**src/rtl/brisc_pkg.sv**
```systemverilog
// Shared types for the brisc pipeline hazard controller: miss-wait states,
// forward-select encoding and the select-width helper.
package brisc_pkg;

  typedef enum logic [1:0] {
    RUN     = 2'd0,
    I_WAIT  = 2'd1,
    D_WAIT  = 2'd2,
    ID_WAIT = 2'd3
  } hz_state_e;

  localparam int unsigned FWD_DEPTH_MAX = 3;

  // Forward source: register file, or post-EX stage k-1 encoded as k.
  typedef enum logic [1:0] {
    FWD_RF = 2'd0,
    FWD_C  = 2'd1,
    FWD_WB = 2'd2,
    FWD_S3 = 2'd3
  } fwd_src_e;

  function automatic int unsigned fwd_sel_w(input int unsigned depth);
    return $clog2(depth + 1);
  endfunction

endpackage

```
**src/rtl/fwd_sel.sv**
```systemverilog
// Priority encoder choosing the nearest post-EX stage that writes a given
// source register; x0 always reads the register file.
module fwd_sel import brisc_pkg::*; #(
  parameter int unsigned REG_BITS  = 5,
  parameter int unsigned FWD_DEPTH = 2,
  parameter int unsigned SEL_W     = fwd_sel_w(FWD_DEPTH)
) (
  input  logic [REG_BITS-1:0]           rs,
  input  logic [FWD_DEPTH*REG_BITS-1:0] rd_fwd,
  input  logic [FWD_DEPTH-1:0]          reg_write_fwd,
  output logic [SEL_W-1:0]              sel
);

  fwd_src_e src;

  // Walk from the farthest stage inward so the nearest match wins.
  always_comb begin
    src = FWD_RF;
    if (rs != '0) begin
      for (int unsigned k = FWD_DEPTH; k > 0; k--) begin
        if (reg_write_fwd[k-1] && (rd_fwd[(k-1)*REG_BITS +: REG_BITS] == rs))
          src = fwd_src_e'(2'(k));
      end
    end
  end

  assign sel = SEL_W'(src);

endmodule

```
**src/rtl/hazard_ctrl.sv**
```systemverilog
// Stateful hazard controller: forwarding, load-use, redirect and cache-miss
// freezes. Optional performance counters are built when HAZARD_PERF_EN is defined.
module hazard_ctrl import brisc_pkg::*; #(
  parameter int unsigned REG_BITS  = 5,
  parameter int unsigned FWD_DEPTH = 2,
  parameter int unsigned CNT_W     = 32
) (
  input  logic                             clk,
  input  logic                             reset,
  input  logic [REG_BITS-1:0]              rs1_D_in,
  input  logic [REG_BITS-1:0]              rs2_D_in,
  input  logic [REG_BITS-1:0]              rs1_EX_in,
  input  logic [REG_BITS-1:0]              rs2_EX_in,
  input  logic [REG_BITS-1:0]              rd_EX_in,
  input  logic                             load_EX_in,
  input  logic [FWD_DEPTH*REG_BITS-1:0]    rd_fwd_in,
  input  logic [FWD_DEPTH-1:0]             reg_write_fwd_in,
  input  logic                             pc_src_in,
  input  logic                             imiss_in,
  input  logic                             ifill_done_in,
  input  logic                             dmiss_in,
  input  logic                             dfill_done_in,
  output logic [fwd_sel_w(FWD_DEPTH)-1:0]  fwd_src1_out,
  output logic [fwd_sel_w(FWD_DEPTH)-1:0]  fwd_src2_out,
  output logic                             stall_F_out,
  output logic                             stall_D_out,
  output logic                             stall_EX_out,
  output logic                             stall_C_out,
  output logic                             flush_D_out,
  output logic                             flush_EX_out,
  output logic                             flush_WB_out,
  output logic [CNT_W-1:0]                 stall_cycles_out,
  output logic [CNT_W-1:0]                 flush_events_out
);

  localparam int unsigned FWD_SEL_W = fwd_sel_w(FWD_DEPTH);

  fwd_sel #(
    .REG_BITS (REG_BITS),
    .FWD_DEPTH(FWD_DEPTH),
    .SEL_W    (FWD_SEL_W)
  ) u_fwd_sel1 (
    .rs           (rs1_EX_in),
    .rd_fwd       (rd_fwd_in),
    .reg_write_fwd(reg_write_fwd_in),
    .sel          (fwd_src1_out)
  );

  fwd_sel #(
    .REG_BITS (REG_BITS),
    .FWD_DEPTH(FWD_DEPTH),
    .SEL_W    (FWD_SEL_W)
  ) u_fwd_sel2 (
    .rs           (rs2_EX_in),
    .rd_fwd       (rd_fwd_in),
    .reg_write_fwd(reg_write_fwd_in),
    .sel          (fwd_src2_out)
  );

  hz_state_e state, state_nxt;
  logic      discard, discard_nxt;
  logic      i_pend, d_pend, i_act, d_act, i_end;
  logic      redirect, load_use, discard_flush;

  always_ff @(posedge clk or posedge reset) begin
    if (reset) begin
      state   <= RUN;
      discard <= 1'b0;
    end else begin
      state   <= state_nxt;
      discard <= discard_nxt;
    end
  end

  // A wait is live while its miss is raised or it is pending and its fill has
  // not arrived; the same terms give the pending bits for the next cycle.
  always_comb begin
    i_pend        = (state == I_WAIT) || (state == ID_WAIT);
    d_pend        = (state == D_WAIT) || (state == ID_WAIT);
    i_act         = imiss_in || (i_pend && !ifill_done_in);
    d_act         = dmiss_in || (d_pend && !dfill_done_in);
    i_end         = i_pend && ifill_done_in;
    redirect      = pc_src_in && !d_act;
    load_use      = load_EX_in && (rd_EX_in != '0) &&
                    ((rd_EX_in == rs1_D_in) || (rd_EX_in == rs2_D_in));
    discard_flush = i_end && discard;
    discard_nxt   = (discard && !i_end) || (redirect && i_act);

    case ({i_act, d_act})
      2'b10:   state_nxt = I_WAIT;
      2'b01:   state_nxt = D_WAIT;
      2'b11:   state_nxt = ID_WAIT;
      default: state_nxt = RUN;
    endcase
  end

  always_comb begin
    stall_F_out  = 1'b0;
    stall_D_out  = 1'b0;
    stall_EX_out = 1'b0;
    stall_C_out  = 1'b0;
    flush_D_out  = 1'b0;
    flush_EX_out = 1'b0;
    flush_WB_out = 1'b0;
    if (d_act) begin
      stall_F_out  = 1'b1;
      stall_D_out  = 1'b1;
      stall_EX_out = 1'b1;
      stall_C_out  = 1'b1;
      flush_WB_out = 1'b1;
    end else begin
      // Redirect lets F load the new PC even during an I wait.
      stall_F_out  = !redirect && (load_use || i_act);
      stall_D_out  = !redirect && load_use;
      flush_EX_out = redirect || load_use;
      flush_D_out  = redirect || (!load_use && (i_act || discard_flush));
    end
  end

`ifdef HAZARD_PERF_EN
  logic [CNT_W-1:0] stall_cnt, flush_cnt;
  logic             stall_any, flush_any;

  assign stall_any = stall_F_out || stall_D_out || stall_EX_out || stall_C_out;
  assign flush_any = flush_D_out || flush_EX_out;

  always_ff @(posedge clk or posedge reset) begin
    if (reset) begin
      stall_cnt <= '0;
      flush_cnt <= '0;
    end else begin
      if (stall_any && (stall_cnt != '1))
        stall_cnt <= stall_cnt + CNT_W'(1);
      if (flush_any && (flush_cnt != '1))
        flush_cnt <= flush_cnt + CNT_W'(1);
    end
  end

  assign stall_cycles_out = stall_cnt;
  assign flush_events_out = flush_cnt;
`else
  assign stall_cycles_out = '0;
  assign flush_events_out = '0;
`endif

endmodule
```
**config.mk**
```make
export PLATFORM = sky130hd
export DESIGN_NAME = hazard_ctrl
export DESIGN_NICKNAME = d
export VERILOG_FILES = /design/src/rtl/brisc_pkg.sv /design/src/rtl/fwd_sel.sv /design/src/rtl/hazard_ctrl.sv
export SDC_FILE = /design/constraint.sdc
export NUM_CORES = 1
export LEC_CHECK = 0
export BUFFER_PORTS_ARGS = -buffer_cell sky130_fd_sc_hd__buf_4
export CAP_MARGIN = 40
export CORE_MARGIN = 2
export CORE_UTILIZATION = 31
export CTS_BUF_LIST = sky130_fd_sc_hd__clkbuf_16
export DETAILED_ROUTE_END_ITERATION = 10
export PLACE_DENSITY = 0.77
export SYNTH_ARGS = -nofsm -noshare
export SYNTH_HDL_FRONTEND = slang
export SYNTH_SLANG_ARGS = --single-unit
```
**constraint.sdc**
```tcl
create_clock -name clk -period 0.85 [get_ports clk]
set_input_delay 0 -clock clk [delete_from_list [all_inputs] [get_ports clk]]
set_output_delay 0 -clock clk [all_outputs]
set_load 0.03 [all_outputs]
```
[Word-level counts from Yosys, hierarchy flattened]
Index checks and enable logic that the tools add are counted.
Cells by class
  equality and inequality tests: 12
  reduce and logical (&&, ||, !) cells: 35
  muxes and demuxes: 12
Operators by type and width (number)
  5-bit equality test: 6
  1-bit logical AND: 16
  5-bit nonzero test: 3
  2-bit two-way mux: 6
  1-bit logical OR: 10
  2-bit equality test, second input constant: 4
  1-bit logical NOT: 6
  2-bit one-hot mux with 3 select lines: 1
  1-bit two-way mux: 5
  2-bit by 1-bit equality test with 1-bit output, second input constant: 2
Storage, ports and cells
  word-level logic and storage cells: 61
  flip-flop bits (word level): 3
  input bits: 45
  output and inout port bits: 75

[Longest topological paths before layout]
Gate-level depths: netlist of the first run.
  word-level depth: 9
  mapped depth: 5
  mapped depth without buffers: 5

[Hierarchy]
A second synthesis of the first run with hierarchy kept.
Second synthesis, totals
  cell total of the unflattened synthesis: 139
  area, all modules: 1081.0 um^2
By module, submodules not included
  hazard_ctrl: seq. area each 75.1 um^2, area an instance 810.8 um^2, cells an instance 103, instances 1
  fwd_sel: seq. area each 0.0 um^2, area an instance 135.1 um^2, cells an instance 18, instances 2

[Worst setup path after synthesis of the first run]
OpenSTA, ideal clock, no wires.
  kind: register to output
  start: reg state[1]
  end: out flush_D_out
  path slack: -0.425 ns
  path buffers: 0
  stages on the path, launching flop included: 4
  data required time: 0.850 ns
  arrival: 1.275 ns
  path through: dfrtp_1 -> a21oi_1 -> inv_1 -> a221oi_2
Between the ends
  longest elaborated chain between the ends: 8
  elaborated cells between the ends (all ways): 17
  classes of those cells: eq/ne: 3; mux: 1; reduce/logical: 13
RTL lines
  from (decl): line hazard_ctrl.sv:60  | hz_state_e state, state_nxt;
  from (signal assigned): line hazard_ctrl.sv:70  | state <= state_nxt;
  2-bit equality test, or another cell as far along: line hazard_ctrl.sv:79  | d_pend = (state == D_WAIT) || (state == ID_WAIT);
  1-bit logical OR (on tied branches): line hazard_ctrl.sv:79, hazard_ctrl.sv:78
  1-bit logical AND (on tied branches): line hazard_ctrl.sv:81, hazard_ctrl.sv:80, hazard_ctrl.sv:82
  1-bit logical OR, or another cell as far along: line hazard_ctrl.sv:81  | d_act = dmiss_in || (d_pend && !dfill_done_in);
  1-bit logical NOT / 1-bit logical OR (equally long branches): line hazard_ctrl.sv:83, hazard_ctrl.sv:116
  1-bit logical AND (on tied branches): line hazard_ctrl.sv:83, hazard_ctrl.sv:116
  1-bit logical OR: line hazard_ctrl.sv:116  | flush_D_out = redirect || (!load_use && (i_act || discard_flush));
  1-bit two-way mux *: line hazard_ctrl.sv:105  | if (d_act) begin
  to (decl): line hazard_ctrl.sv:29  | output logic flush_D_out,
Every way passes the cells marked *; elsewhere a longest branch is shown, timed or not.

[Worst setup path in the final report of the first run]
  start: reg state[1]
  end: out stall_F_out
Between the ends
  longest elaborated chain between the ends: 9
  elaborated cells between the ends (all ways): 15
  classes of those cells: eq/ne: 3; mux: 1; reduce/logical: 11
RTL lines
  2-bit equality test (on tied branches): line hazard_ctrl.sv:79, hazard_ctrl.sv:78
  1-bit logical OR: line hazard_ctrl.sv:79
  1-bit logical AND: line hazard_ctrl.sv:81
  1-bit logical OR: line hazard_ctrl.sv:81
  1-bit logical NOT: line hazard_ctrl.sv:83  | redirect = pc_src_in && !d_act;
  1-bit logical AND: line hazard_ctrl.sv:83
  1-bit logical NOT: line hazard_ctrl.sv:113  | stall_F_out = !redirect && (load_use || i_act);
  1-bit logical AND: line hazard_ctrl.sv:113
  1-bit two-way mux *: line hazard_ctrl.sv:105
  to (decl): line hazard_ctrl.sv:25  | output logic stall_F_out,
Marks and branches as above.

==> results of run 1 <==
Yosys cell counts:
library cell / n / area [um2]
dfrtp_1: 3 / 75.1
nor2_1: 3 / 11.3
inv_1: 5 / 18.8
a32o_1: 1 / 10.0
o21ai_0: 1 / 5.00
a21o_1: 2 / 15.0
nand3_1: 3 / 15.0
xor2_1: 20 / 175
o21a_1: 3 / 22.5
a21oi_2: 1 / 8.76
conb_1: 1 / 3.75
buf_4: 66 / 495
a21oi_1: 2 / 10.0
nand2_1: 5 / 18.8
and3_1: 2 / 12.5
a21bo_1: 1 / 10.0
nor3_1: 4 / 20.0
a221oi_2: 1 / 15.0
nand3_2: 1 / 10.0
nor4_1: 2 / 12.5
xnor2_1: 8 / 70.1
or4_1: 2 / 15.0
o21ai_2: 1 / 8.76
a211oi_1: 2 / 15.0
or4_4: 1 / 11.3
worst max path at each step:
| stage | start | endpoint | slack, ns |
|---|---|---|---|
| final | state[1] | stall_F_out | -0.47 |
| after global routing | state[1] | stall_F_out | -0.51 |
| after CTS | state[1] | stall_F_out | -0.48 |
| after global placement | rd_EX_in[1] | flush_D_out | -0.44 |
| after floorplan | rd_EX_in[1] | flush_D_out | -0.30 |
| after detailed placement | rd_EX_in[1] | flush_D_out | -0.46 |
state kept, by name (all words and copies together), names as in the netlist:
name     cells
state        2
discard      1
kinds of logic (layout without fill, tap and decap cells):
logic type,Yosys count,count (layout),share of synthesized area (%)
XOR/XNOR,28,28,22.6
other,1,64,0.346
AND/OR/NAND/NOR,23,23,11.6
buffers and inverters,71,79,47.4
AO/OA/AOI/OAI,15,15,11.1
flip-flops,3,3,6.92
layout make-up:
| type | instances | area, um2 |
|---|---|---|
| inverter | 5 | 21.3 |
| clock inverter | 1 | 3.75 |
| tap | 46 | 57.6 |
| timing repair buffer | 70 | 611 |
| fill | 324 | 1650 |
| multi-input combinational | 130 | 841 |
| clock buffer | 3 | 75.1 |
| sequential | 3 | 75.1 |
stage by stage:
step	instances	setup WS, ns	power, mW
floorplan	204	-0.302	1.02
global placement	250	-0.436	1.09
detailed placement	250	-0.459	1.10
CTS	258	-0.480	1.94
global route	258	-0.513	2.04
finish	258	-0.470	1.94
layer usage:
metal | vias to the layer above | part of all wire (%)
met2 | 73 | 56
met4 | 0 | 0.73
met3 | 2 | 12
met5 | - | 0
met1 | 437 | 31
li1 | 470 | -
where the power goes:
group | total (mW) | internal [mW] | switching, mW
logic | 1.04 | 0.370 | 0.665
registers | 0.165 | 0.157 | 0.00881
clock network | 0.743 | 0.607 | 0.136
total | 1.94 | 1.13 | 0.810
timing repair:
| action | in CTS | in global routing |
|---|---|---|
| resized for setup | 32 | 4 |
| endpoints found under the setup margin | 13 | 13 |
| pin swaps | 15 | 2 |
| hold buffers | 1 | 0 |
| endpoints found under the hold margin | 3 | 0 |
| buffers inserted | 3 | 0 |
==> results.txt, run 1 <==
----------------------------------------------------
[GRT]
  Antenna violations before repair ... 0
  GRT overflow ... 0
  Met1 Resource Use GR ... 11.5%
  GRT Total Usage ... 11.9%
  Top Usage Layer GRT ... met2
  Global Route met3 Usage ... 3.75%
  Number of global-route vias before repair ... 900
  Global-route wire length before repair ... 3.84 mm
  Met2 Usage GRT ... 23.1%
  Maximum number of pins on one net before global-route repair ... 5

[Hold path]
  Min-delay src ... pc_src_in
  Hold Crit Endpoint ... discard
  Path type of the worst min-delay path ... input port to flip-flop
  Worst hold stages ... 2

[Clocking]
  Clock input transition at the sequential cells of the worst setup and hold paths ... 0.03 ns
  Clock sink count ... 3
  Htree depth ... 1
  Number of buffers added by the clock tree synthesis step ... 3
  Root buffer selected by CTS ... clkbuf_16
  Clock latency reported for the late side of the worst-skew pair ... 0.23 ns
  Number of buffers between clock root and the deepest sink ... 2
  TritonCTS clock tree ... yes

[Setup path]
  Internal reg-to-reg setup slack ... -0.21 ns
  Endpoint kind of the worst setup timing path ... primary output
  Worst Setup Start Kind ... flip-flop
  Maximum single-stage delay on the critical path ... 0.39 ns
  Terminus of the critical flop-to-flop path ... discard
  Worst Path Required ... 0.85 ns
  Register-to-Register Path Depth ... 4
  Critical setup path kind ... flip-flop to primary output
  Reg2reg start ... state[1]
  Sum of buffers and inverters on the critical path ... 2
  Top Family by Delay on Critical Path ... compound AO/OA/AOI/OAI gates
  Worst Path Arrival ... 1.32 ns
  Cell depth of the worst setup path ... 5
  Ordered list of cells on the worst path ... a21oi_4, inv_4, a21oi_2, a21bo_2, buf_6
  Highest fanout seen on the critical path ... 3
  Worst path slowest cell ... dfrtp_1

[Logic synthesis]
  Post-synthesis instance total ... 141
  Mean instance size in the synthesized netlist ... 7.69 um2
  Unique cell type count in the Yosys netlist ... 25
  #FFs+latches synth ... 3
  Post-Synthesis Cell Area ... 0.00108 mm2
  Sequential area share after synthesis ... 6.92%
  Synthesis warning total ... 0

[Timing]
  Fin worst setup slack ... -0.470 ns
  Final setup viols ... 13
  Top achievable clock speed ... 0.757 GHz
  Setup repair after global routing missed its margin ... true
  Period utilisation layout ... 155%
  Hold WS ... 0.0829 ns
  Count of endpoints failing hold in the final timing report ... 0
  Min Tclk post-route ... 1.32 ns
  Clk_skew ... 0.00319 ns
  Fin. max-slew vios ... 0
  Total negative slack for setup checks ... -4.02 ns

[Place]
  Weighted congestion reported at the end of routability-driven placement ... 0.725
  Count of buffers from port buffering ... 55
  Total placed instance area ... 0.00142 mm2
  Detailed Place HPWL ... 1.97 mm

[Detailed routing]
  Average wire length per cell after detail routing ... 9.57 um
  Wire length after detailed routing ... 2.47 mm
  Average via count per standard cell ... 3.81
  Number of DRC markers in iteration 0 ... 25
  DRC Markers ... 0
  First-pass DRT Iterations ... 3
  Via count of the routed design ... 982
  Count of nets left with antenna violations after detail routing ... 0

[Floorplanning]
  Starting density of the core ... 32.5%
  Die Height ... 63.2 um
  Die Span X ... 63.2 um
  Overall die area ... 0.00399 mm2
  Num rows ... 21
  Number of top-level design ports ... 120
  Core area ... 0.00334 mm2

[Pwr]
  Max VDD drop ... 0.00102 V
  Power density of the placed cells ... 1150 mW/mm2
  Pleak ... 0.860 nW

[Outcome]
  Violated checks ... setup timing
  Run status ... finished with violations

[Finish]
  Share of cells above drive strength 1 ... 43.9%
  P&R area growth vs syn ... 55.2%
  Most common cell after layout, fill and taps aside ... conb_1
  Final standard cell utilization of the core ... 50.5%
  Final nets ... 258
  Top library cells by usage in the layout, fill and taps aside ... 64 x conb_1, 47 x buf_4, 22 x buf_6
  Number of antenna repair diodes ... 0
  Final Instance Area ... 0.00168 mm2

[Flow run]
  Count of maximum capacitance violations ... 0

----------------------------------------------------
(Power assumes the default switching activity.)
==> inputs of run 2 (changes only) <==
==> constraint.sdc (replaced) <==
create_clock -name clk -period 0.85 [get_ports clk]
set_input_delay 0.17 -clock clk [delete_from_list [all_inputs] [get_ports clk]]
set_output_delay 0.17 -clock clk [all_outputs]
set_load 0.03 [all_outputs]
==> results.txt, run 2 (synthesis results as in run 1) <==
----------------------------------------------------
[Pwr]
  Power density of the placed cells ... 1110 mW/mm2 (was 1150 mW/mm2)
  Net switching power ... 833 uW (was 810 uW)
  Power share of the clock group ... 36.5% (was 38.2%)
  Internal power summed over all cells ... 1.18 mW (was 1.13 mW)
  Post-route total power ... 2.01 mW (was 1.94 mW)
  Max VDD drop ... 0.00109 V (was 0.00102 V)
  Part of the power in registers ... 8.1% (was 8.5%)
  Switch share ... 41.4% (was 41.7%)
  Pleak ... 0.915 nW (was 0.860 nW)
  Share of power burned in combinational logic ... 55.4% (was 53.3%)

[Floorplanning]
  Num rows ... 21 (unchanged)
  Starting density of the core ... 32.5% (unchanged)
  Core area ... 0.00334 mm2 (unchanged)
  Die Span X ... 63.2 um (unchanged)
  Overall die area ... 0.00399 mm2 (unchanged)
  Number of top-level design ports ... 120 (unchanged)
  Die Height ... 63.2 um (unchanged)

[Timing]
  Top achievable clock speed ... 0.613 GHz (was 0.757 GHz)
  Count of endpoints failing hold in the final timing report ... 0 (unchanged)
  Fin. max-slew vios ... 0 (unchanged)
  Final setup viols ... 13 (unchanged)
  Min Tclk post-route ... 1.63 ns (was 1.32 ns)
  Period utilisation layout ... 192% (was 155%)
  Setup repair after global routing missed its margin ... true (unchanged)
  Clk_skew ... 0.00114 ns (was 0.00319 ns)
  Fin worst setup slack ... -0.781 ns (was -0.470 ns)

[Hold path]
  Min-delay src ... pc_src_in (unchanged)
  Path type of the worst min-delay path ... input port to flip-flop (unchanged)
  Worst hold stages ... 2 (unchanged)
  Hold Crit Endpoint ... discard (unchanged)

[Setup path]
  Top Family by Delay on Critical Path ... simple AND/OR/NAND/NOR gates (was compound AO/OA/AOI/OAI gates)
  Sum of buffers and inverters on the critical path ... 2 (unchanged)
  Reg2reg start ... state[0] (was state[1])
  Ordered list of cells on the worst path ... buf_6, or4_4, o21ai_4, a21oi_4, a221oi_4, buf_6 (was a21oi_4, inv_4, a21oi_2, a21bo_2, buf_6)
  Terminus of the critical flop-to-flop path ... discard (unchanged)
  Worst Path Arrival ... 1.46 ns (was 1.32 ns)
  Internal reg-to-reg setup slack ... -0.18 ns (was -0.21 ns)
  Register-to-Register Path Depth ... 3 (was 4)
  Worst path slowest cell ... or4_4 (was dfrtp_1)
  Worst Setup Start Kind ... input port (was flip-flop)
  Highest fanout seen on the critical path ... 4 (was 3)
  Critical setup path kind ... input port to primary output (was flip-flop to primary output)
  Maximum single-stage delay on the critical path ... 0.54 ns (was 0.39 ns)
  Worst Path Required ... 0.68 ns (was 0.85 ns)
  Cell repeated most along the worst path ... buf_6
  Endpoint kind of the worst setup timing path ... primary output (unchanged)

[Detailed routing]
  First-pass DRT Iterations ... 4 (was 3)
  Count of nets left with antenna violations after detail routing ... 0 (unchanged)
  Wire length after detailed routing ... 2.75 mm (was 2.47 mm)
  Number of DRC markers in iteration 0 ... 29 (was 25)
  DRC Markers ... 0 (unchanged)
  Via count of the routed design ... 1025 (was 982)
  Average via count per standard cell ... 3.90 (was 3.81)
  Average wire length per cell after detail routing ... 10.4 um (was 9.57 um)

[Finish]
  Share of cells above drive strength 1 ... 47.9% (was 43.9%)
  Final nets ... 263 (was 258)
  Reg with most FFs ... state (unchanged)
  Count of filler cells inserted in the layout ... 314 (was 324)
  Registers with the most flip-flops ... state: 2 flops, discard: 1 flops (unchanged)
  Most common cell after layout, fill and taps aside ... conb_1 (unchanged)
  Final Instance Area ... 0.00181 mm2 (was 0.00168 mm2)
  Top library cells by usage in the layout, fill and taps aside ... 64 x conb_1, 45 x buf_4, 25 x buf_6 (was 64 x conb_1, 47 x buf_4, 22 x buf_6)
  P&R area growth vs syn ... 67.0% (was 55.2%)
  Number of antenna repair diodes ... 0 (unchanged)
  Flip-flop count of the largest register after layout ... 2 (unchanged)

[Outcome]
  Violated checks ... setup timing (unchanged)
  Run status ... finished with violations (unchanged)

[GRT]
  GRT overflow ... 0 (unchanged)
  Maximum number of pins on one net before global-route repair ... 5 (unchanged)
  Number of global-route vias before repair ... 928 (was 900)
  Antenna violations before repair ... 0 (unchanged)
  GRT Total Usage ... 12.6% (was 11.9%)
  Global-route wire length before repair ... 4.08 mm (was 3.84 mm)

[Clocking]
  Root buffer selected by CTS ... clkbuf_16 (unchanged)
  Clock latency reported for the late side of the worst-skew pair ... 0.22 ns (was 0.23 ns)
  Clock sink count ... 3 (unchanged)
  Clock input transition at the sequential cells of the worst setup and hold paths ... 0.03 ns (about the same)
  Number of buffers added by the clock tree synthesis step ... 3 (unchanged)
  Htree depth ... 1 (unchanged)
  TritonCTS clock tree ... yes (unchanged)
  Number of buffers between clock root and the deepest sink ... 2 (unchanged)

[Place]
  Total placed instance area ... 0.00149 mm2 (was 0.00142 mm2)
  Weighted congestion reported at the end of routability-driven placement ... 0.813 (was 0.725)
  Detailed Place HPWL ... 1.99 mm (was 1.97 mm)
  Worst slack after detailed placement ... -0.792 ns (was -0.459 ns)
  Count of buffers from port buffering ... 55 (unchanged)

[Flow run]
  Count of maximum capacitance violations ... 0 (unchanged)

----------------------------------------------------
==> run 2: cell types whose count changed in the layout (fill, tap and decap cells not counted), moves of 2 or more <==
cell / previous run / this run
buf_4: 47 / 45
buf_6: 22 / 25
buf_8: 0 / 3
nor3_1: 3 / 1
nor3_2: 1 / 3
o21a_1: 2 / 0
o21a_4: 0 / 2
xor2_1: 20 / 18
xor2_2: 0 / 2
==> run 2: area by class of cell <==
| type | count | area (um2) | area share, % |
|---|---|---|---|
| Multi-Input combinational cell | 130 | 885 | 48.8 |
| Timing Repair Buffer | 75 | 694 | 38.3 |
| Sequential cell | 3 | 75.1 | 4.14 |
| Clock buffer | 3 | 75.1 | 4.14 |
| Tap cell | 46 | 57.6 | 3.18 |
| Inverter | 5 | 21.3 | 1.17 |
| Clock inverter | 1 | 3.75 | 0.207 |
==> run 2: timing repair <==
item                                   4_1_cts  5_1_grt
setup endpoints to repair                   13       13
hold buffers                                 1        0
buffers inserted                             5        1
resized for setup                           38       14
pin swaps                                   21        9
endpoints found under the hold margin        3        0
==> run 2: layer usage <==
| metal | vias up | wire (um) | global-route usage (%) |
|---|---|---|---|
| met1 | 465 | 833 | 12.4 |
| met5 | - | 0 | 0 |
| met2 | 78 | 1550 | 25.5 |
| li1 | 478 | - | - |
| met4 | 0 | 44 | 3.33 |
| met3 | 4 | 318 | 3.21 |
==> run 2: worst max-delay path by stage <==
stage | from | depth (start not counted) | to
2_1_floorplan | rd_EX_in[1] | 4 | flush_D_out
3_3_place_gp | rd_EX_in[1] | 6 | flush_D_out
3_5_place_dp | rd_EX_in[1] | 6 | flush_D_out
4_1_cts | rd_EX_in[1] | 6 | flush_D_out
5_1_grt | rd_EX_in[1] | 6 | flush_D_out
6_report | rd_EX_in[1] | 6 | flush_D_out
==> run 2: per-stage QoR <==
| step | util (%) | hold WS [ns] | std cells | TNS (ns) |
|---|---|---|---|---|
| 3_3_place_gp | 44.6 | 0.0462 | 255 | -6.21 |
| 5_1_grt | 54.3 | 0.278 | 263 | -6.93 |
| 6_report | 54.3 | 0.257 | 263 | -6.48 |
| 4_1_cts | 52.5 | 0.253 | 264 | -6.65 |
| 3_5_place_dp | 44.6 | 0.0474 | 255 | -6.38 |
| 2_1_floorplan | - | -0.0764 | 204 | -3.54 |
==> run 2: power by group through the flow <==
stage	logic, mW	registers [mW]	clock network [mW]
after global routing	1.18	0.166	0.760
after CTS	1.06	0.162	0.741
after global placement	0.958	0.164	0
final	1.12	0.164	0.735
after floorplan	0.863	0.163	0
after detailed placement	0.966	0.165	0
